[src/rtl/cms_ctrl_sequencer.sv]
// rtl/cms_ctrl_sequencer.sv - round-robin host/trigger arbiter, write FIFO and control-port strobe sequencer
module cms_ctrl_sequencer #(
    parameter int CTRL_ADDR_WIDTH = 8,
    parameter int CTRL_DATA_WIDTH = 64,
    parameter int FIFO_DEPTH      = 4,
    parameter int WE_HIGH_CYCLES  = 2,
    parameter int WE_GAP_CYCLES   = 2
) (
    input  logic                         clk,
    input  logic                         rst_n,
    input  logic                         host_valid,
    output logic                         host_ready,
    input  logic [CTRL_ADDR_WIDTH-1:0]   host_addr,
    input  logic [CTRL_DATA_WIDTH-1:0]   host_wdata,
    input  logic                         trig_valid,
    output logic                         trig_ready,
    input  logic [CTRL_ADDR_WIDTH-1:0]   trig_addr,
    input  logic [CTRL_DATA_WIDTH-1:0]   trig_wdata,
    output logic [CTRL_ADDR_WIDTH-1:0]   ctrl_addr,
    output logic [CTRL_DATA_WIDTH-1:0]   ctrl_wdata,
    output logic                         ctrl_write_enable,
    output logic                         busy,
    output logic [$clog2(FIFO_DEPTH):0]  fifo_level,
    output logic [31:0]                  writes_issued
);
    localparam int AW = $clog2(FIFO_DEPTH);
    localparam int EW = CTRL_ADDR_WIDTH + CTRL_DATA_WIDTH;

    typedef enum logic [1:0] {S_IDLE, S_SETUP, S_STROBE, S_GAP} state_t;

    state_t                      r_state;
    logic [31:0]                 r_cnt;
    logic [CTRL_ADDR_WIDTH-1:0]  r_ctrl_addr;
    logic [CTRL_DATA_WIDTH-1:0]  r_ctrl_wdata;
    logic                        r_we;
    logic                        r_busy;
    logic [31:0]                 r_writes_issued;

    logic [EW-1:0]               r_mem [FIFO_DEPTH];
    logic [AW-1:0]               r_wr_ptr;
    logic [AW-1:0]               r_rd_ptr;
    logic [AW:0]                 r_count;
    logic                        r_rr_ptr;

    logic                        w_full;
    logic                        w_empty;
    logic                        w_grant_host;
    logic                        w_grant_trig;
    logic                        w_push_host;
    logic                        w_push_trig;
    logic                        w_push;
    logic                        w_pop;
    logic                        w_gap_last;
    logic                        w_fsm_to_idle;
    logic [EW-1:0]               w_push_data;
    logic [EW-1:0]               w_head;
    logic [AW:0]                 w_count_next;

    assign w_full  = (r_count == (AW+1)'(FIFO_DEPTH));
    assign w_empty = (r_count == '0);

    // Pointer low favours host, high favours trigger; it only matters when both request.
    assign w_grant_host = host_valid && (!trig_valid || !r_rr_ptr);
    assign w_grant_trig = trig_valid && (!host_valid || r_rr_ptr);
    assign host_ready   = w_grant_host && !w_full;
    assign trig_ready   = w_grant_trig && !w_full;
    assign w_push_host  = host_valid && host_ready;
    assign w_push_trig  = trig_valid && trig_ready;
    assign w_push       = w_push_host || w_push_trig;
    assign w_push_data  = w_push_host ? {host_addr, host_wdata} : {trig_addr, trig_wdata};
    assign w_head       = r_mem[r_rd_ptr];

    assign w_gap_last    = (r_state == S_GAP) && (r_cnt == 32'(WE_GAP_CYCLES - 1));
    assign w_pop         = !w_empty && ((r_state == S_IDLE) || w_gap_last);
    assign w_fsm_to_idle = !w_pop && ((r_state == S_IDLE) || w_gap_last);

    always_comb begin
        w_count_next = r_count;
        case ({w_push, w_pop})
            2'b10:   w_count_next = r_count + 1'b1;
            2'b01:   w_count_next = r_count - 1'b1;
            default: w_count_next = r_count;
        endcase
    end

    always_ff @(posedge clk) begin
        if (w_push) r_mem[r_wr_ptr] <= w_push_data;
    end

    always_ff @(posedge clk or negedge rst_n) begin
        if (!rst_n) begin
            r_wr_ptr <= '0;
            r_rd_ptr <= '0;
            r_count  <= '0;
            r_rr_ptr <= 1'b0;
        end else begin
            if (w_push) r_wr_ptr <= r_wr_ptr + 1'b1;
            if (w_pop)  r_rd_ptr <= r_rd_ptr + 1'b1;
            r_count <= w_count_next;
            if (w_push_host)      r_rr_ptr <= 1'b1;
            else if (w_push_trig) r_rr_ptr <= 1'b0;
        end
    end

    always_ff @(posedge clk or negedge rst_n) begin
        if (!rst_n) begin
            r_state         <= S_IDLE;
            r_cnt           <= '0;
            r_ctrl_addr     <= '0;
            r_ctrl_wdata    <= '0;
            r_we            <= 1'b0;
            r_busy          <= 1'b0;
            r_writes_issued <= '0;
        end else begin
            r_busy <= (w_count_next != '0) || !w_fsm_to_idle;
            if (w_pop) begin
                r_ctrl_addr  <= w_head[EW-1 -: CTRL_ADDR_WIDTH];
                r_ctrl_wdata <= w_head[CTRL_DATA_WIDTH-1:0];
            end
            case (r_state)
                S_IDLE: begin
                    if (w_pop) r_state <= S_SETUP;
                end
                S_SETUP: begin
                    r_state         <= S_STROBE;
                    r_we            <= 1'b1;
                    r_cnt           <= '0;
                    r_writes_issued <= r_writes_issued + 32'd1;
                end
                S_STROBE: begin
                    if (r_cnt == 32'(WE_HIGH_CYCLES - 1)) begin
                        r_state <= S_GAP;
                        r_we    <= 1'b0;
                        r_cnt   <= '0;
                    end else begin
                        r_cnt <= r_cnt + 32'd1;
                    end
                end
                S_GAP: begin
                    if (w_gap_last) r_state <= w_pop ? S_SETUP : S_IDLE;
                    else            r_cnt   <= r_cnt + 32'd1;
                end
                default: r_state <= S_IDLE;
            endcase
        end
    end

    assign ctrl_addr         = r_ctrl_addr;
    assign ctrl_wdata        = r_ctrl_wdata;
    assign ctrl_write_enable = r_we;
    assign busy              = r_busy;
    assign fifo_level        = r_count;
    assign writes_issued     = r_writes_issued;
endmodule

[config.mk]
export PLATFORM = sky130hd
export DESIGN_NAME = cms_ctrl_sequencer
export DESIGN_NICKNAME = d
export VERILOG_FILES = /design/src/rtl/cms_ctrl_sequencer.sv
export SDC_FILE = /design/constraint.sdc
export NUM_CORES = 1
export LEC_CHECK = 0
export BUFFER_PORTS_ARGS = -buffer_cell sky130_fd_sc_hd__buf_4
export CAP_MARGIN = 20
export CORE_MARGIN = 2
export CORE_UTILIZATION = 25
export CTS_BUF_LIST = sky130_fd_sc_hd__clkbuf_4 sky130_fd_sc_hd__clkbuf_8
export CTS_CLUSTER_DIAMETER = 100
export DETAILED_ROUTE_END_ITERATION = 10
export PLACE_DENSITY = 0.47
export SETUP_SLACK_MARGIN = 0.3
export SLEW_MARGIN = 20
export SYNTH_ARGS = -nofsm -noshare
export SYNTH_HDL_FRONTEND = slang
export SYNTH_SLANG_ARGS = --single-unit
[constraint.sdc]
create_clock -name clk -period 5.8 [get_ports clk]
set_clock_uncertainty 0.05 [all_clocks]
set_input_delay 1.16 -clock clk [delete_from_list [all_inputs] [get_ports clk]]
set_output_delay 1.16 -clock clk [all_outputs]
set_load 0.01 [all_outputs]
==> flow_metrics.tcl, run 1 <==
set metrics [dict create \
    drtAntennaViolNets 0 \
    p_clk_frac 0.267 \
    synth_seq_cells 436 \
    drive_gt1_frac 0.472 \
    fmax_mhz 316 \
    drc 0 \
    post-dp-hpwl_mm 28.2 \
    grt_max_degree 96 \
    async_flop_share 0.339 \
    ctsHoldBuffers 0 \
    criticalPathCategory "flop to output port" \
    period_share 0.546 \
    initial_core_util 0.253 \
    chipHeight_um 273 \
    syn_nets 1163 \
    drv_cap 0 \
    path_max_fanout 5 \
    yosysSeqAreaShare 0.682 \
    antennaDiodeCount 0 \
    ir_drop_mv 0.199 \
    grt_pass1_wl_mm 66.8 \
    fill_cells 7053 \
    core-area_sq_um 71600 \
    viasPerCell 4.30 \
    rsz0062_at_grt "false" \
    synth_warnings 0 \
    cts_resized 0 \
    critPathRequiredTime_ps 4590 \
    cts_buffers 82 \
    insertion_delay_ps 670 \
    num_vias 10000 \
    syn_to_final_growth_pct 27.3 \
    routabilityCongestion 0.724 \
    placementRows 98 \
    static-leakage-power_nw 8.79 \
    start_kind "flop" \
    cp.arrival_ps 1960 \
    syn_area_sq_um 18100 \
    finish.net_count 1475 \
    boundaryPins 259 \
    drt_iter0_markers 519 \
    swShare 0.308 \
    clockBufferDepth 3 \
    synth.distinct_cells 45 \
    syn_avg_cell_area_sq_um 18.1 \
    track_usage 0.120 \
    place_ws_ps 2240 \
    drt-total-wl_mm 44.9 \
    die_w_um 273 \
    comb_power_share 0.324 \
    fin_tns_setup_ps 0 \
    status "finished, final reports clean" \
    grt_pass1_vias 10700 \
    overflow 0 \
    switchingPower_w 0.00378 \
    cts_setup_buffers 0 \
    cts.sinks 436 \
    root_buffer "clkbuf_8" \
    end_kind "output port" \
    path_clk_slew_ps 50 \
    post-route-min-period_ps 3170 \
    tightest_slew_ps 983 \
    cts_htree_levels 3 \
    setup_viol 0 \
    wl_per_cell_um 19.3 \
    netlist_instances 1001 \
    pwr-share-seq 0.408 \
    synth_ff_type "edfxtp_1" \
    drt_first_pass_iters 5 \
    cts_tree "done" \
    final_hold_viol_count 0 \
    numPortBuffers 258 \
    synth-edff-count 288 \
    hold_path.class "flop to flop" \
    internal-power_w 0.00848 \
    power.density_nw_per_um2 532 \
    drv_slew 0 \
    dieArea_sq_um 74600 \
    antenna_found_initial 0 \
    setup_slack_ps 2630 \
    relSlewSlack 0.344 \
]
==> worst max-delay path: stages (launching register included) <==
cell and delay [ps]:
dfrtp_1 450, nor2_1 270, nand2_1 110, o211ai_1 130, inv_1 150, buf_4 190
==> cells by family (layout without fill, tap and decap cells) <==
| logic type | count (synthesis) | after routing | share of synthesized area |
|---|---|---|---|
| buffers and inverters | 67 | 448 | 0.0212 |
| AO/OA/AOI/OAI | 46 | 46 | 0.0164 |
| XOR/XNOR | 51 | 51 | 0.0247 |
| multiplexers | 220 | 220 | 0.194 |
| flip-flops | 436 | 436 | 0.682 |
| AND/OR/NAND/NOR | 167 | 167 | 0.0516 |
| adder cells (fa/ha/maj) | 14 | 14 | 0.0101 |
==> layout make-up <==
| class | count | area [sq um] | share of cell area |
|---|---|---|---|
| well taps | 950 | 1190 | 0.0516 |
| inverters | 20 | 75.1 | 0.00326 |
| flip-flops and latches | 436 | 12400 | 0.536 |
| repair buffers | 275 | 2160 | 0.0936 |
| multi-input cells | 498 | 5410 | 0.235 |
| clock inverters | 34 | 335 | 0.0146 |
| clock buffers | 119 | 1510 | 0.0657 |
==> sequential cells by signal, indices dropped and copies added, names as in the netlist <==
register and cells:
r_mem 288, r_rd_ptr 2, ctrl_wdata 64, ctrl_write_enable 1
r_state 2, fifo_level 3, r_wr_ptr 2, busy 1
ctrl_addr 8, r_cnt 32, writes_issued 32, r_rr_ptr 1
==> metal layers <==
layer	global-route usage	up-vias	part of all wire
met5	0	-	0
met4	0.0391	0	0.023
met3	0.0307	73	0.056
met2	0.196	296	0.48
met1	0.156	5112	0.44
li1	-	4545	-
==> final timing paths <==
kind	start	to	cells past startpoint	slack [ps]
max	fifo_level[0]	host_ready	5	2630
max in group asynchronous	rst_n	r_rd_ptr[0]	2	4190
min reg2reg	writes_issued[31]	writes_issued[31]	1	430
min in group asynchronous	rst_n	r_cnt[19]	1	440
min	writes_issued[31]	writes_issued[31]	1	430
max reg2reg	r_cnt[0]	ctrl_wdata[2]	7	2800
==> metrics by stage <==
step	instances	utilization	total power, W	hold slack, ps	area (sq um)
CTS	2331	0.322	0.0126	391	23000
global placement	2175	0.295	0.00910	410	21100
finish	2332	0.322	0.0123	428	23000
floorplan	1001	-	0.00770	448	18100
global route	2332	0.322	0.0130	424	23000
detailed placement	2178	0.296	0.00920	429	21200
==> synth_stat cells, types with 2 or more instances <==
cell type	instances	share of area
edfxtp_1	288	0.48
dfrtp_1	148	0.20
mux2_2	90	0.056
mux4_2	72	0.090
mux2_4	58	0.048
xnor2_1	31	0.015
nor2_1	28	0.0058
nand2_1	25	0.0052
nand3_1	25	0.0069
clkbuf_1	22	0.0046
inv_1	20	0.0041
xor2_1	20	0.0097
a21oi_1	16	0.0044
ha_1	13	0.0090
nor3_1	13	0.0036
nor4_1	12	0.0041
o21ai_0	11	0.0030
and3_1	10	0.0035
o31ai_1	10	0.0041
or3_1	9	0.0031
or4_1	9	0.0037
and4_1	8	0.0039
buf_2	8	0.0022
nand4_1	8	0.0028
buf_1	7	0.0015
buf_12	7	0.0077
nor2b_1	6	0.0021
nor4_2	4	0.0028
and2_1	2	0.00069
buf_4	2	0.00083
nand2b_1	2	0.00069
nor4b_1	2	0.00097
o21ai_1	2	0.00055
o41ai_1	2	0.00097
==> cell usage in the layout (no fill, tap or decap), types with 3 or more instances in the layout <==
cell,instances
nor4_1,12
and3_1,9
bufinv_16,5
inv_1,20
clkbuf_8,99
mux2_2,90
a21oi_1,16
edfxtp_1,288
clkinv_2,10
nand3_1,25
nor2_1,28
nor3_1,13
buf_12,7
xnor2_1,31
dfrtp_1,146
clkinv_1,12
or3_1,9
buf_4,266
o21ai_0,11
clkbuf_4,21
nand2_1,25
mux2_4,58
nor4_2,4
xor2_1,20
nand4_1,8
or4_1,9
and4_1,8
o31ai_1,9
nor2b_4,4
mux4_2,72
inv_8,3
ha_1,13
==> power by group through the flow <==
stage	Clock (W)	Combinational (W)	Sequential, W
after global placement	0	0.00402	0.00508
after floorplan	0	0.00267	0.00502
after global routing	0.00354	0.00431	0.00513
final	0.00328	0.00398	0.00501
after CTS	0.00341	0.00411	0.00504
after detailed placement	0	0.00411	0.00509
Note: power is estimated with default switching activity, not from simulation.
==> run 2: changes to the inputs <==
ABC_AREA = 1   (was unset)
clock period = 3.1 ns   (was 5.8 ns; I/O delays follow)
==> flow_metrics.tcl, run 2 <==
set metrics [dict create \
    status "finished, final reports clean" \
    yosysSeqAreaShare 0.654 \
    root_buffer "clkbuf_8" \
    cts_htree_levels 3 \
    grt_max_degree 146 \
    cp.arrival_ps 1960 \
    relSlewSlack 0.350 \
    final_cell_mix "nand2_1, edfxtp_1, buf_4, nor2_1, o21ai_0" \
    met3_usage 0.0274 \
    synth-edff-count 288 \
    viasPerCell 4.45 \
    chipHeight_um 279 \
    drv_cap 0 \
    met1_usage 0.181 \
    synth_warnings 0 \
    synth.distinct_cells 41 \
    critPathRequiredTime_ps 2430 \
    r2r_end "fifo_level[2]" \
    end_kind "output port" \
    insertion_delay_ps 680 \
    final_hold_viol_count 0 \
    hp-start "trig_addr[3]" \
    drv_slew 0 \
    finish.net_count 2326 \
    placementRows 100 \
    synthTopCellsByArea "edfxtp_1, dfrtp_1, nand2_1" \
    r2r_slack_ps 660 \
    place_ws_ps 566 \
    drtAntennaViolNets 0 \
    synth_ff_type "edfxtp_1" \
    final_cells 3200 \
    reg2reg_from "r_cnt[0]" \
    syn_nets 2042 \
    numPortBuffers 258 \
    die_w_um 279 \
    dp.cells 3048 \
    critPathCapture "host_ready" \
    drt-total-wl_mm 55.1 \
    setup_viol 0 \
    path_clk_slew_ps 60 \
    rsz0062_at_grt "false" \
    antenna_found_initial 2 \
    num_vias 14200 \
    post-route-min-period_ps 2630 \
    met2_usage 0.233 \
    syn_to_final_growth_pct 26.9 \
    whs_ps 241 \
    setup.worst_path.start "fifo_level[0]" \
    cts_buffers 80 \
    static-leakage-power_nw 10.0 \
    dieArea_sq_um 77700 \
    ir_drop_mv 0.697 \
    path_max_fanout 19 \
    syn_avg_cell_area_sq_um 10.0 \
    clockBufferDepth 3 \
    cts_setup_buffers 0 \
    drc 0 \
    synth_top_area_cell "edfxtp_1" \
    async_flop_share 0.339 \
    synth_seq_cells 436 \
    initial_core_util 0.253 \
    syn_area_sq_um 18900 \
    largest_reg_flops 288 \
    drt_first_pass_iters 5 \
    layout_commonest_cell "nand2_1" \
    criticalPathCategory "flop to output port" \
    r2r_cells 14 \
    start_kind "flop" \
    hold_path.class "input pin to flop" \
    fin_tns_setup_ps 0 \
    power.density_nw_per_um2 971 \
    yosys-top-cells-count "nand2_1, edfxtp_1, nor2_1, o21ai_0, dfrtp_1" \
    yosysTopAreaCellShare 0.458 \
    fmax_mhz 380 \
    busiest_layer "met2" \
    cts.sinks 436 \
    wl_per_cell_um 17.2 \
    routabilityCongestion 0.853 \
    post-dp-hpwl_mm 32.8 \
    largest-register "r_mem" \
    drt_iter0_markers 811 \
    tightest_slew_ps 975 \
    grt_pass1_vias 14100 \
    netlist_instances 1880 \
    overflow 0 \
    setup_slack_ps 471 \
    yosysMostFrequentCell "nand2_1" \
    track_usage 0.140 \
    core-area_sq_um 74600 \
    period_share 0.848 \
    boundaryPins 259 \
    grt_pass1_wl_mm 83.2 \
    cts_tree "done" \
    drive_gt1_frac 0.208 \
]
[run 2: changes by cell type after synthesis, moves of 72 or more]
cell / before / now
mux4_2: 72 / 0
nand2_1: 25 / 619
o21ai_0: 11 / 175
nor2_1: 28 / 217
o22ai_1: 0 / 75
mux2_2: 90 / 1
[run 2: cell type report]
| cell class | count | area (sq um) |
|---|---|---|
| diodes | 1 | 2.50 |
| clock buffers | 126 | 1540 |
| clock inverters | 22 | 302 |
| fillers | 7710 | 50600 |
| inverters | 83 | 320 |
| multi-input cells | 1270 | 5830 |
| flip-flops and latches | 436 | 12400 |
| well taps | 969 | 1210 |
| repair buffers | 293 | 2400 |
[run 2: kinds of logic (layout without fill, tap and decap cells)]
| group | after synthesis | count (layout) | synth area share |
|---|---|---|---|
| xor gates and xnor gates | 45 | 45 | 0.0209 |
| AOI/OAI and AO/OA | 277 | 277 | 0.0802 |
| DFF | 436 | 436 | 0.654 |
| buffers and inverters | 174 | 524 | 0.0398 |
| muxes | 1 | 1 | 0.000596 |
| and+or+nand+nor | 933 | 933 | 0.195 |
| adders and majority gates | 14 | 14 | 0.00967 |
| other | 0 | 1 | 0 |
[run 2: metrics by stage]
step	cell area (sq um)	total power [W]	util
after floorplan	18900	0.0138	-
after global placement	22000	0.0171	0.295
after detailed placement	22000	0.0173	0.295
after CTS	24000	0.0238	0.321
after global routing	24000	0.0249	0.321
final	24000	0.0233	0.321
[run 2: worst min-delay path by stage]
stage	endpoint	slack (ps)	cells after the start
after floorplan	busy	270	0
after global placement	writes_issued[31]	410	1
after detailed placement	ctrl_wdata[6]	420	2
after CTS	r_mem[0][69]	170	3
after global routing	r_mem[2][51]	220	3
final	r_mem[0][67]	240	3
[run 2: timing repair]
item                                    4_1_cts  5_1_grt
hold buffers                                  1        0
endpoints found under the setup margin        1        0
hold endpoints to repair                     47        0
gates resized for setup                       3        0
[run 2: report_power, final]
part           internal [W]  switching [W]  leakage [nW]  total [W]
sequential          0.00834       0.000738          4.57    0.00908
combinational       0.00260        0.00539          4.46    0.00799
clock               0.00369        0.00250         0.970    0.00619
[run 2: worst max-delay path, stage by stage (launching register included)]
cell and delay (ps):
dfrtp_1 450, nor2_1 160, nand2_2 100, nand2_4 100, clkinv_4 110, buf_16 210
buf_4 160
[run 2: per-layer routing]
| layer | vias up | share of wire | wire [um] |
|---|---|---|---|
| met5 | - | 0 | 0 |
| met1 | 6906 | 0.46 | 25400 |
| met3 | 84 | 0.045 | 2480 |
| met4 | 0 | 0.023 | 1290 |
| met2 | 333 | 0.47 | 26000 |
| li1 | 6906 | - | - |
==> run 3: changes to the inputs <==
ABC_AREA = 0   (was 1)
PLACE_DENSITY = 0.49   (was 0.47)
clock period = 2.18 ns   (was 3.1 ns; I/O delays follow)
==> flow_metrics.tcl, run 3 (synthesis results as in run 1) <==
set metrics [dict create \
    ir_drop_mv 0.636 \
    syn_to_final_growth_pct 42.8 \
    setup_slack_ps -272 \
    final_cell_mix "buf_4, edfxtp_1, mux2_4, dfrtp_1, clkbuf_8" \
    antenna_found_initial 1 \
    min_path_cells 3 \
    fill_cells 6824 \
    tightest_slew_ps 423 \
    largest-register "r_mem" \
    dieArea_sq_um 74600 \
    start_kind "flop" \
    layout_commonest_cell "buf_4" \
    r2r_slack_ps -270 \
    post-dp-hpwl_mm 28.1 \
    cp.arrival_ps 2920 \
    setup_viol 89 \
    die_w_um 273 \
    chipHeight_um 273 \
    status "finished with violations" \
    core-area_sq_um 71600 \
    cts_tree "done" \
    root_buffer "clkbuf_8" \
    violations "negative setup slack" \
    antennaDiodeCount 0 \
    hp-start "host_valid" \
    grt_max_degree 51 \
    reg2reg_from "r_cnt[1]" \
    holdPathEnd "r_rr_ptr" \
    grt_pass1_vias 11500 \
    static-leakage-power_nw 10.4 \
    track_usage 0.128 \
    r2r_end "ctrl_wdata[61]" \
    numPortBuffers 258 \
    drtAntennaViolNets 0 \
    cts.sinks 436 \
    fin_tns_setup_ps -15670 \
    finish.net_count 1655 \
    boundaryPins 259 \
    placementRows 98 \
    period_share 1.12 \
    initial_core_util 0.253 \
    rsz0062_at_grt "true" \
    largest_reg_flops 288 \
    criticalPathCategory "flop to flop" \
    r2r_cells 10 \
    hold_path.class "input pin to flop" \
    routabilityCongestion 0.722 \
    drv_cap 0 \
    num_vias 10700 \
    grt_pass1_wl_mm 70.6 \
    wl_per_cell_um 19.6 \
    drt_first_pass_iters 6 \
    fmax_mhz 408 \
    place_ws_ps -364 \
    drt-total-wl_mm 49.1 \
    drc 0 \
    relSlewSlack 0.718 \
    power.density_nw_per_um2 1390 \
    drive_gt1_frac 0.541 \
    drv_slew 0 \
    cts_buffers 78 \
    final_hold_viol_count 0 \
    critPathRequiredTime_ps 2650 \
    clockBufferDepth 3 \
    path_max_fanout 10 \
    finish.utilization 0.361 \
    insertion_delay_ps 650 \
    overflow 0 \
    cts_htree_levels 3 \
    drt_iter0_markers 488 \
    end_kind "flop" \
    viasPerCell 4.28 \
    post-route-min-period_ps 2450 \
    path_clk_slew_ps 60 \
]
## run 3: how the worst max path moves through the flow
| stage | end | depth (start not counted) | start |
|---|---|---|---|
| after floorplan | fifo_level[1] | 11 | r_cnt[1] |
| after global placement | ctrl_wdata[12] | 7 | r_cnt[9] |
| after detailed placement | fifo_level[1] | 7 | r_cnt[4] |
| after CTS | fifo_level[1] | 9 | r_cnt[1] |
| after global routing | fifo_level[1] | 9 | r_cnt[1] |
| final | ctrl_wdata[61] | 10 | r_cnt[1] |
## run 3: worst max-delay path, cell delays in order (launching register included)
cell	delay, ps
dfrtp_1	390
inv_1	60
ha_1	140
nor4b_4	180
nand4_1	230
o31ai_4	260
and2_4	220
buf_12	220
buf_12	140
buf_16	130
mux2_4	290
## run 3: final cells by class
class,count,area (sq um),share of cell area
clock buffer,111,1370,0.0528
tap,950,1190,0.0460
inverter,20,75.1,0.00290
sequential,436,12400,0.478
multi-input combinational,498,6080,0.235
clock inverter,33,211,0.00818
timing repair buffer,459,4580,0.177
## run 3: timing repair
action,4_1_cts,5_1_grt
resized for setup,174,58
buffers inserted,29,13
cloned,15,7
hold buffers,47,0
hold endpoints to repair,235,0
pin swaps,10,21
endpoints found under the setup margin,664,496
## run 3: through the flow
stage / cell area, sq um / hold slack [ps] / std cells / power, W
after CTS: 25400 / 0.214 / 2487 / 0.0358
after global routing: 25900 / 13.6 / 2507 / 0.0378
final: 25900 / 51.3 / 2507 / 0.0358
after floorplan: 18200 / 90.4 / 1001 / 0.0204
after global placement: 22000 / 293 / 2252 / 0.0252
after detailed placement: 22000 / 293 / 2252 / 0.0254
## run 3: metal layers
metal	vias up	track usage	routed length (um)
met5	-	0	0
met4	0	0.0335	666
met3	68	0.0338	3090
met2	280	0.216	24500
met1	5475	0.162	20800
li1	4895	-	-
## run 3: report_power, final
| group | internal, W | switching [W] | leakage [nW] |
|---|---|---|---|
| Sequential | 0.0120 | 0.00118 | 4.52 |
| Clock | 0.00411 | 0.00351 | 0.828 |
| Combinational | 0.00854 | 0.00653 | 5.04 |
| Total | 0.0246 | 0.0112 | 10.4 |
